<file path="config.mk">
export PLATFORM = sky130hd
export DESIGN_NAME = kv_cmd_framer
export DESIGN_NICKNAME = d
export VERILOG_FILES = /design/src/rtl/kv_cmd_pkg.sv /design/src/rtl/kv_sat_counter.sv /design/src/rtl/kv_cmd_framer.sv
export SDC_FILE = /design/constraint.sdc
export NUM_CORES = 1
export LEC_CHECK = 0
export ABC_CLOCK_PERIOD_IN_PS = 2600
export CAP_MARGIN = 40
export CORE_MARGIN = 2
export CORE_UTILIZATION = 40
export CTS_CLUSTER_DIAMETER = 150
export DETAILED_ROUTE_END_ITERATION = 10
export DONT_BUFFER_PORTS = 1
export PLACE_DENSITY = 0.56
export RECOVER_POWER = 25
export SLEW_MARGIN = 20
export SYNTH_ARGS = -nofsm -noshare
export SYNTH_HDL_FRONTEND = slang
export SYNTH_SLANG_ARGS = --single-unit
</file>
<file path="constraint.sdc">
create_clock -name clk -period 2.6 [get_ports clk]
set_input_delay 0.52 -clock clk [delete_from_list [all_inputs] [get_ports clk]]
set_output_delay 0.52 -clock clk [all_outputs]
set_load 0.005 [all_outputs]
</file>
<file path="src/rtl/kv_cmd_pkg.sv">
// Shared definitions for the key-value command framer: wire opcodes,
// store-side operation encoding and the framer FSM states.
package kv_cmd_pkg;

  // Opcode bytes as they arrive from the UART
  localparam logic [7:0] OPC_ISSUE    = 8'h01;
  localparam logic [7:0] OPC_TRANSFER = 8'h02;
  localparam logic [7:0] OPC_REFER    = 8'h03;
  localparam logic [7:0] OPC_CREATE   = 8'h04;

  // Operation encoding presented to the hash/BRAM store
  localparam logic [1:0] OP_REFER    = 2'd0;
  localparam logic [1:0] OP_ISSUE    = 2'd1;
  localparam logic [1:0] OP_TRANSFER = 2'd2;
  localparam logic [1:0] OP_CREATE   = 2'd3;

  typedef enum logic [2:0] {
    ST_IDLE,
    ST_KIND,
    ST_KEY,
    ST_VALUE,
    ST_HOLD
  } fsm_state_t;

  function automatic logic opc_known(input logic [7:0] b);
    return (b == OPC_ISSUE) || (b == OPC_TRANSFER) ||
           (b == OPC_REFER) || (b == OPC_CREATE);
  endfunction

  // ISSUE and TRANSFER carry a kind byte right after the opcode
  function automatic logic opc_has_kind(input logic [7:0] b);
    return (b == OPC_ISSUE) || (b == OPC_TRANSFER);
  endfunction

  function automatic logic [1:0] opc_to_op(input logic [7:0] b);
    case (b)
      OPC_ISSUE:    return OP_ISSUE;
      OPC_TRANSFER: return OP_TRANSFER;
      OPC_CREATE:   return OP_CREATE;
      default:      return OP_REFER;
    endcase
  endfunction

endpackage

</file>
<file path="src/rtl/kv_sat_counter.sv">
// Saturating event counter: increments on inc, sticks at all-ones.
module kv_sat_counter #(
  parameter int CNT_W = 16
) (
  input  logic             clk,
  input  logic             reset,
  input  logic             inc,
  output logic [CNT_W-1:0] count
);

  // Count up until all-ones, then hold
  always_ff @(posedge clk or negedge reset) begin
    if (!reset) begin
      count <= '0;
    end else if (inc && (count != {CNT_W{1'b1}})) begin
      count <= count + CNT_W'(1);
    end
  end

endmodule

</file>
<file path="src/rtl/kv_cmd_framer.sv">
// Byte-serial command framer: decodes an opcode byte, collects the kind,
// key and value fields, and holds one complete command on a valid/ready
// interface. Flags unknown opcodes, stalled frames and bytes arriving while
// a command is still waiting, and keeps saturating frame statistics.
module kv_cmd_framer
  import kv_cmd_pkg::*;
#(
  parameter int KEY_BYTES      = 4,
  parameter int VAL_BYTES      = 4,
  parameter int TIMEOUT_CYCLES = 100000,
  parameter int CNT_W          = 16
) (
  input  logic                   clk,
  input  logic                   reset,
  input  logic [7:0]             rx_data,
  input  logic                   rx_valid,
  output logic                   cmd_valid,
  input  logic                   cmd_ready,
  output logic [1:0]             cmd_op,
  output logic                   cmd_kind,
  output logic [8*KEY_BYTES-1:0] cmd_key,
  output logic [8*VAL_BYTES-1:0] cmd_value,
  output logic                   err_opcode,
  output logic                   err_timeout,
  output logic                   err_overrun,
  output logic [CNT_W-1:0]       frames_ok,
  output logic [CNT_W-1:0]       frames_err
);

  localparam int KW    = 8 * KEY_BYTES;
  localparam int VW    = 8 * VAL_BYTES;
  localparam int TMO_W = (TIMEOUT_CYCLES > 1) ? $clog2(TIMEOUT_CYCLES) : 1;
  localparam logic [TMO_W-1:0] TMO_LAST =
    TMO_W'((TIMEOUT_CYCLES > 0) ? TIMEOUT_CYCLES - 1 : 0);
  localparam logic [3:0] KEY_LAST = 4'(KEY_BYTES - 1);
  localparam logic [3:0] VAL_LAST = 4'(VAL_BYTES - 1);

  fsm_state_t       state, state_n;
  logic [3:0]       byte_cnt;
  logic [TMO_W-1:0] tmo_cnt;

  logic take_op;   // rx_data is interpreted as an opcode this cycle
  logic op_start;  // ... and it is a known opcode
  logic op_bad;
  logic tmo_exp;
  logic tmo_hit;
  logic overrun;
  logic hs;
  logic kind_ld;
  logic key_sh;
  logic val_sh;

  // FSM state register
  always_ff @(posedge clk or negedge reset) begin
    if (!reset) state <= ST_IDLE;
    else        state <= state_n;
  end

  // Next-state decode and per-cycle control strobes
  always_comb begin
    state_n  = state;
    take_op  = 1'b0;
    op_start = 1'b0;
    op_bad   = 1'b0;
    tmo_hit  = 1'b0;
    overrun  = 1'b0;
    hs       = 1'b0;
    kind_ld  = 1'b0;
    key_sh   = 1'b0;
    val_sh   = 1'b0;
    tmo_exp  = (TIMEOUT_CYCLES != 0) && (tmo_cnt == TMO_LAST);
    case (state)
      ST_IDLE: take_op = rx_valid;
      ST_KIND: begin
        if (rx_valid) begin
          kind_ld = 1'b1;
          state_n = ST_KEY;
        end else if (tmo_exp) begin
          tmo_hit = 1'b1;
          state_n = ST_IDLE;
        end
      end
      ST_KEY: begin
        if (rx_valid) begin
          key_sh = 1'b1;
          if (byte_cnt == KEY_LAST)
            state_n = (cmd_op == OP_REFER) ? ST_HOLD : ST_VALUE;
        end else if (tmo_exp) begin
          tmo_hit = 1'b1;
          state_n = ST_IDLE;
        end
      end
      ST_VALUE: begin
        if (rx_valid) begin
          val_sh = 1'b1;
          if (byte_cnt == VAL_LAST) state_n = ST_HOLD;
        end else if (tmo_exp) begin
          tmo_hit = 1'b1;
          state_n = ST_IDLE;
        end
      end
      ST_HOLD: begin
        // A byte landing in the handshake cycle is the next opcode
        if (cmd_ready) begin
          hs      = 1'b1;
          state_n = ST_IDLE;
          take_op = rx_valid;
        end else begin
          overrun = rx_valid;
        end
      end
      default: state_n = ST_IDLE;
    endcase
    if (take_op) begin
      if (opc_known(rx_data)) begin
        op_start = 1'b1;
        state_n  = opc_has_kind(rx_data) ? ST_KIND : ST_KEY;
      end else begin
        op_bad = 1'b1;
      end
    end
  end

  // Byte and inter-byte idle counters, both restarted on every state change
  always_ff @(posedge clk or negedge reset) begin
    if (!reset) begin
      byte_cnt <= '0;
      tmo_cnt  <= '0;
    end else if (state_n != state) begin
      byte_cnt <= '0;
      tmo_cnt  <= '0;
    end else begin
      if (key_sh || val_sh) byte_cnt <= byte_cnt + 4'd1;
      if (rx_valid)
        tmo_cnt <= '0;
      else if (state == ST_KIND || state == ST_KEY || state == ST_VALUE)
        tmo_cnt <= tmo_cnt + TMO_W'(1);
    end
  end

  // Command field registers; a new opcode or a timeout wipes old contents
  always_ff @(posedge clk or negedge reset) begin
    if (!reset) begin
      cmd_op    <= OP_REFER;
      cmd_kind  <= 1'b0;
      cmd_key   <= '0;
      cmd_value <= '0;
    end else if (op_start) begin
      cmd_op    <= opc_to_op(rx_data);
      cmd_kind  <= 1'b0;
      cmd_key   <= '0;
      cmd_value <= '0;
    end else if (tmo_hit) begin
      cmd_op    <= OP_REFER;
      cmd_kind  <= 1'b0;
      cmd_key   <= '0;
      cmd_value <= '0;
    end else begin
      if (kind_ld) cmd_kind  <= rx_data[0];
      if (key_sh)  cmd_key   <= KW'({cmd_key, rx_data});
      if (val_sh)  cmd_value <= VW'({cmd_value, rx_data});
    end
  end

  // Registered one-cycle error pulses
  always_ff @(posedge clk or negedge reset) begin
    if (!reset) begin
      err_opcode  <= 1'b0;
      err_timeout <= 1'b0;
      err_overrun <= 1'b0;
    end else begin
      err_opcode  <= op_bad;
      err_timeout <= tmo_hit;
      err_overrun <= overrun;
    end
  end

  assign cmd_valid = (state == ST_HOLD);

  kv_sat_counter #(.CNT_W(CNT_W)) u_cnt_ok (
    .clk   (clk),
    .reset (reset),
    .inc   (hs),
    .count (frames_ok)
  );

  kv_sat_counter #(.CNT_W(CNT_W)) u_cnt_err (
    .clk   (clk),
    .reset (reset),
    .inc   (op_bad | tmo_hit),
    .count (frames_err)
  );

endmodule

</file>
### Yosys cells after proc, flatten, opt, wreduce, memory -nomap -nowiden

Cells that the tools add are included.

| operators by class | value |
|---|---|
| $add $sub $neg | 4 |
| $mul | 0 |
| divide/modulo/power cells | 0 |
| $lt $le $gt $ge | 0 |
| equality and inequality tests | 13 |
| shift operators | 0 |
| muxes and demuxes | 46 |
| bitwise operators | 1 |
| reductions and logical operators | 17 |

Operators by type and width:

| cell | number |
|---|---|
| $mux W32 | 6 |
| $mux W17 | 3 |
| $add A16 B1 Y16 const B | 2 |
| $ne A16 B16 Y1 const B | 2 |
| $mux W3 | 10 |
| $mux W1 | 19 |
| $add A17 B1 Y17 const B | 1 |
| $eq A17 B17 Y1 const B | 1 |
| $eq A8 B2 Y1 const B | 2 |
| $pmux W3 S5 | 1 |
| $reduce_bool A3 Y1 | 4 |
| $eq A8 B1 Y1 const B | 1 |
| $eq A8 B3 Y1 const B | 1 |
| $mux W4 | 2 |
| $eq A3 B2 Y1 const B | 2 |
| $logic_or A1 B1 Y1 | 6 |
| $mux W2 | 3 |
| $pmux W2 S3 | 1 |
| $add A4 B1 Y4 const B | 1 |
| $eq A4 B2 Y1 const B | 1 |
| $reduce_bool A2 Y1 | 2 |
| $eq A3 B1 Y1 const B | 1 |
| $eq A3 B3 Y1 const B | 1 |
| $logic_not A3 Y1 | 1 |
| other kinds (6) | 7 |

| word-level totals | value |
|---|---|
| register bits after elaboration | 126 |
| latch bits | 0 |
| bits in writable memories | 0 |
| bits in read-only memories | 0 |
| output and inout bits | 103 |
| memories kept | 0 |

### Depth between registers and ports, before layout

| logic depth | value |
|---|---|
| depth in word-level cells | 9 |
| depth in mapped cells | 8 |
| mapped depth without buffers | 6 |

### Cells and area by module

From an unflattened synthesis, not the netlist that was laid out.

| unflattened totals | value |
|---|---|
| cells, all modules | 574 |
| area total of the unflattened synthesis | 6120.9 um^2 |

Modules (own cells, without submodules):

| module | times used | cells an instance | area an instance (um^2) | sequential area each (um^2) |
|---|---|---|---|---|
| kv_cmd_framer | 1 | 430 | 4401.7 | 2352.3 |
| kv_sat_counter | 2 | 72 | 859.6 | 400.4 |

### Worst setup path before layout

OpenSTA, ideal clock, no wires.

| timing path | value |
|---|---|
| kind | input to register |
| start | input port rx_valid |
| end | register tmo_cnt[0] |
| setup time | 0.137 ns |
| arrival | 2.050 ns |
| setup slack | 0.413 ns |
| stages on the path | 7 |
| buffers on the path | 2 |
| path through | buf_6 -> or3b_4 -> nor4_4 -> a221oi_1 -> a211oi_4 -> buf_6 -> nor3_2 |

| on the way | value |
|---|---|
| word-level cells in the longest chain between the ends | 6 |
| elaborated cells on any way between the ends | 12 |
| classes of those cells | eq/ne: 1; mux: 10; reduce/logical: 1 |

Ends and longest elaborated chain:

| what | RTL line | text |
|---|---|---|
| start, declared | kv_cmd_framer.sv:16 | `input logic rx_valid,` |
| $mux W3 (on tied branches) | kv_cmd_framer.sv:94, kv_cmd_framer.sv:75, kv_cmd_framer.sv:84 |  |
| $pmux W3 S5 | kv_cmd_framer.sv:72 | `case (state)` |
| $mux W3 | kv_cmd_framer.sv:115 | `if (opc_known(rx_data)) begin` |
| $mux W3 | kv_cmd_framer.sv:114 | `if (take_op) begin` |
| $ne A3 B3 Y1 | kv_cmd_framer.sv:129 | `end else if (state_n != state) begin` |
| $reduce_bool A3 Y1 (no line) / $mux W17 (equally long branches) | n/a |  |
| end signal, assigned | kv_cmd_framer.sv:137 | `tmo_cnt <= tmo_cnt + TMO_W'(1);` |
| end, declared | kv_cmd_framer.sv:40 | `logic [TMO_W-1:0] tmo_cnt;` |

Parallel ways exist; a longest one is shown, timed or not.
A chain may end at the register's enable or synchronous reset.

### Final worst setup path

| timing path | value |
|---|---|
| start | register tmo_cnt[6] |
| end | register u_cnt_err.count[14] |

| on the way | value |
|---|---|
| word-level cells in the longest chain between the ends | 6 |

Ends and longest elaborated chain:

| what | RTL line | text |
|---|---|---|
| $eq A17 B17 Y1 | kv_cmd_framer.sv:71 | `tmo_exp = (TIMEOUT_CYCLES != 0) && (tmo_cnt == TMO_LAST);` |
| $mux W1 | kv_cmd_framer.sv:78, kv_cmd_framer.sv:88, kv_cmd_framer.sv:97 |  |
| $mux W1 | kv_cmd_framer.sv:84 | `if (rx_valid) begin` |
| $mux W1 | n/a |  |
| $or A1 B1 Y1 | kv_cmd_framer.sv:190 | `.inc (op_bad \| tmo_hit),` |
| $logic_and A1 B1 Y1 | kv_sat_counter.sv:15 | `end else if (inc && (count != {CNT_W{1'b1}})) begin` |
| end signal, assigned | kv_sat_counter.sv:16 | `count <= count + CNT_W'(1);` |
| end, declared | kv_sat_counter.sv:8 | `output logic [CNT_W-1:0] count` |

Every way passes these cells.

==> run metrics <==
run status=complete, but fails checks; violations in the final reports=hold timing; Core Region=0.0145 sq mm; post-synth cell types=slightly below 60; Sinks on Clock Net=around 130; met1 routed wirelength after detailed routing=5.72 mm; post-place instance area=0.00615 sq mm; layout overhead on the synthesized area=12.0%; share of Yosys cell area claimed by the top area cell type=0.531; number of detailed-routing iterations run before antenna repair=4; total vias in the final route=4,396; Slew Limit Fails=0; clock tree from TritonCTS=done; final weighted congestion in routability-driven placement=between 0.8 and 0.9; category of the most critical setup path=reg -> reg; post-route setup TNS=0 ns; synthesis warning total=0; post-synthesis net count=638; Skew-Pair Late Insertion Delay=0.41 ns; DRC violations left=0; Largest stage delay, worst path=0.56 ns; antenna violation net count after detailed routing=0; uppermost layer routed=met4; root buffer cell=clkbuf_16; Iter 0 DRT Violations=266; clk slew on worst S/H paths=roughly 0.05 ns; Port Buffers=0; Worst Path Max Fanout=11; dominant delay contributor by cell family on the critical path=simple AND/OR/NAND/NOR gates; WL/cell=between 15 and 20 um; cell count after synthesis=about 620; WP depth=5; post-route minimum period=2.34 ns; Critical path buffers and inverters=0; antenna violations before repair=0; # Post-CTS Setup Buffers=0; Die ar.=0.0158 sq mm; average footprint of a synthesized cell=9.55 sq um; transition time of the tightest slew-check pin=0.713 ns; HP Class=in -> async; Initial Util=0.409; P_leak=2.86 nW; via/cell ratio=roughly 5.4; most used standard cells in the synthesized netlist=nand2_1 (158), dfrtp_1 (126), a21oi_1 (56), xnor2_1 (27), nor2_1 (25); final setup violation count=0; synth top area cells=dfrtp_1 (53%), nand2_1 (10%), a21oi_1 (4.7%); top-level port count=115; hold slack=-0.186 ns; gr ovfl total=0; routed wl met3=930 um; sequential cell area fraction in the yosys report=0.531; CTS Buf Count=17; critical path cell sequence=or4b_1, nor3_2, and4_1, o211ai_1, mux2_1; number of enable flip-flop cells after synthesis=0; peak supply drop=0.000516 V; CP Launch Type=flop; beginning of the worst register-to-register path=tmo_cnt[6]; fraction of final layout cells sized beyond drive strength 1=0.0968; Layout Nets=639; dominant cell by count in the synthesized netlist=nand2_1; count of maximum capacitance violations=0; relative contribution of sequential cells to total power=0.480; Int Pwr=between 4 and 5 mW; global-route wire length before repair=roughly 23 mm; Antenna Diode Count=0; Logic pwr share=0.154; post-CTS resize count=0; number of rows in the core area=44; final instance area=about 0.0067 sq mm; Hold Violations, Final=126; reg2reg setup slack=0.26 ns; share of total power consumed by net switching=0.294; die width=approximately 130 um; power density over the cells=860 mW/mm^2; fraction of the cycle the final worst path needs=0.902; number of global-route vias before repair=4,452; required arrival time at the worst endpoint=2.89 ns; met2 wire length=6.58 mm; FF+latch count, synth=roughly 130; highest-delay cell along the critical path=or4b_1; Max Clock Skew=slightly below 0.006 ns; maximum achievable frequency=between 400 and 500 MHz; HPWL reported at the end of detailed placement=between 9 and 10 mm; combined area of all synthesized cells=0.00594 sq mm; Clock Path Buffers=2; Max-Slew Margin vs Limit=0.523; clock share of power=0.365; crit path capture type=flop; pin count of the biggest net entering global routing=127; H-tree depth reported by CTS=4; worst path arrival time=2.63 ns; WL final=13.4 mm; RSZ-0062 raised after global routing=false; post-synthesis cell type with the largest combined area=dfrtp_1; worst r2r dst=u_cnt_err.count[14]; Top FF cell, synth=dfrtp_1; die boundary height=126 um; switching power summed over all nets=approximately 1.7 mW; Reg2Reg Depth=5; fraction of registers with async set or reset after synthesis=1.00; aggregate global-route resource usage=0.179
==> how the worst max path moves through the flow <==
| stage | startpoint | end | slack [ns] |
|---|---|---|---|
| after floorplan | rx_valid | tmo_cnt[0] | 0.41 |
| after global placement | tmo_cnt[0] | u_cnt_err.count[14] | 0.28 |
| after detailed placement | tmo_cnt[6] | u_cnt_err.count[14] | 0.26 |
| after CTS | tmo_cnt[0] | u_cnt_err.count[14] | 0.25 |
| after global routing | tmo_cnt[0] | u_cnt_err.count[14] | 0.02 |
| final | tmo_cnt[6] | u_cnt_err.count[14] | 0.26 |
==> cell usage in the layout, fill, tap and decap left out, types with 2 or more instances in the layout <==
master and instances:
o21ai_0 16, nand2_1 157, o21ai_1 4, mux2_1 2, dfrtp_1 126, nor4_1 5, a21oi_1 56, and4_1 4
clkbuf_1 4, or4_1 2, or2b_1 2, nand2b_1 3, nor2b_1 2, nand3_1 17, mux2i_1 4, inv_1 8
and2_1 8, clkinv_2 2, or3_1 3, xnor2_1 27, and3_1 7, clkbuf_16 17, nor3_1 11, nor2_1 25
o2111ai_1 6, nor3_2 11, a22oi_1 3, o211ai_1 5, xor2_1 23, nand3b_1 3, clkbuf_8 2, ha_1 4
buf_4 15, nand4_1 18, nor3b_1 2
==> cell type report <==
cell class	count	area, sq um
Clock buffer	23	468
Clock inverter	3	40.0
Fill cell	1421	7880
Inverter	9	33.8
Multi-Input combinational cell	453	2600
Sequential cell	126	3150
Tap cell	184	230
Timing Repair Buffer	16	133
==> routing by layer <==
metal / global-route usage / up-vias
li1: - / 2124
met1: 0.225 / 2126
met2: 0.286 / 128
met3: 0.0616 / 18
met4: 0.0640 / 0
met5: 0 / -
==> power groups by stage <==
stage	registers, mW	logic (mW)	clock network [mW]
3_5_place_dp	2.79	0.891	0
6_report	2.75	0.885	2.09
2_1_floorplan	2.65	0.724	0
5_1_grt	2.82	1.03	2.24
4_1_cts	2.76	0.894	2.14
3_3_place_gp	2.78	0.856	0
==> per-stage QoR <==
step / utilization / hold WS [ns] / cells / worst slack (ns) / total power, mW
2_1_floorplan: - / 0.224 / 622 / 0.413 / 3.38
3_3_place_gp: 0.423 / 0.229 / 788 / 0.280 / 3.63
3_5_place_dp: 0.423 / 0.231 / 788 / 0.261 / 3.68
4_1_cts: 0.458 / -0.206 / 814 / 0.253 / 5.79
5_1_grt: 0.458 / -0.210 / 814 / 0.0168 / 6.09
6_report: 0.458 / -0.186 / 814 / 0.255 / 5.73
==> sequential cells by signal (all words and copies together), names as in the netlist, 2 cells and up <==
signal           cells
cmd_key             32
cmd_value           32
u_cnt_ok.count      16
cmd_op               2
state                3
u_cnt_err.count     16
tmo_cnt             17
byte_cnt             4
==> logic make-up after synthesis <==
logic type               count (synthesis)  share of synthesized area
flip-flops                             126                      0.531
adder cells (fa/ha/maj)                  4                    0.00842
buffers and inverters                   43                     0.0335
AO/OA/AOI/OAI                          103                      0.106
XOR/XNOR                                50                     0.0737
AND/OR/NAND/NOR                        290                      0.238
multiplexers                             6                     0.0105
Power figures use the tool's default switching activity.
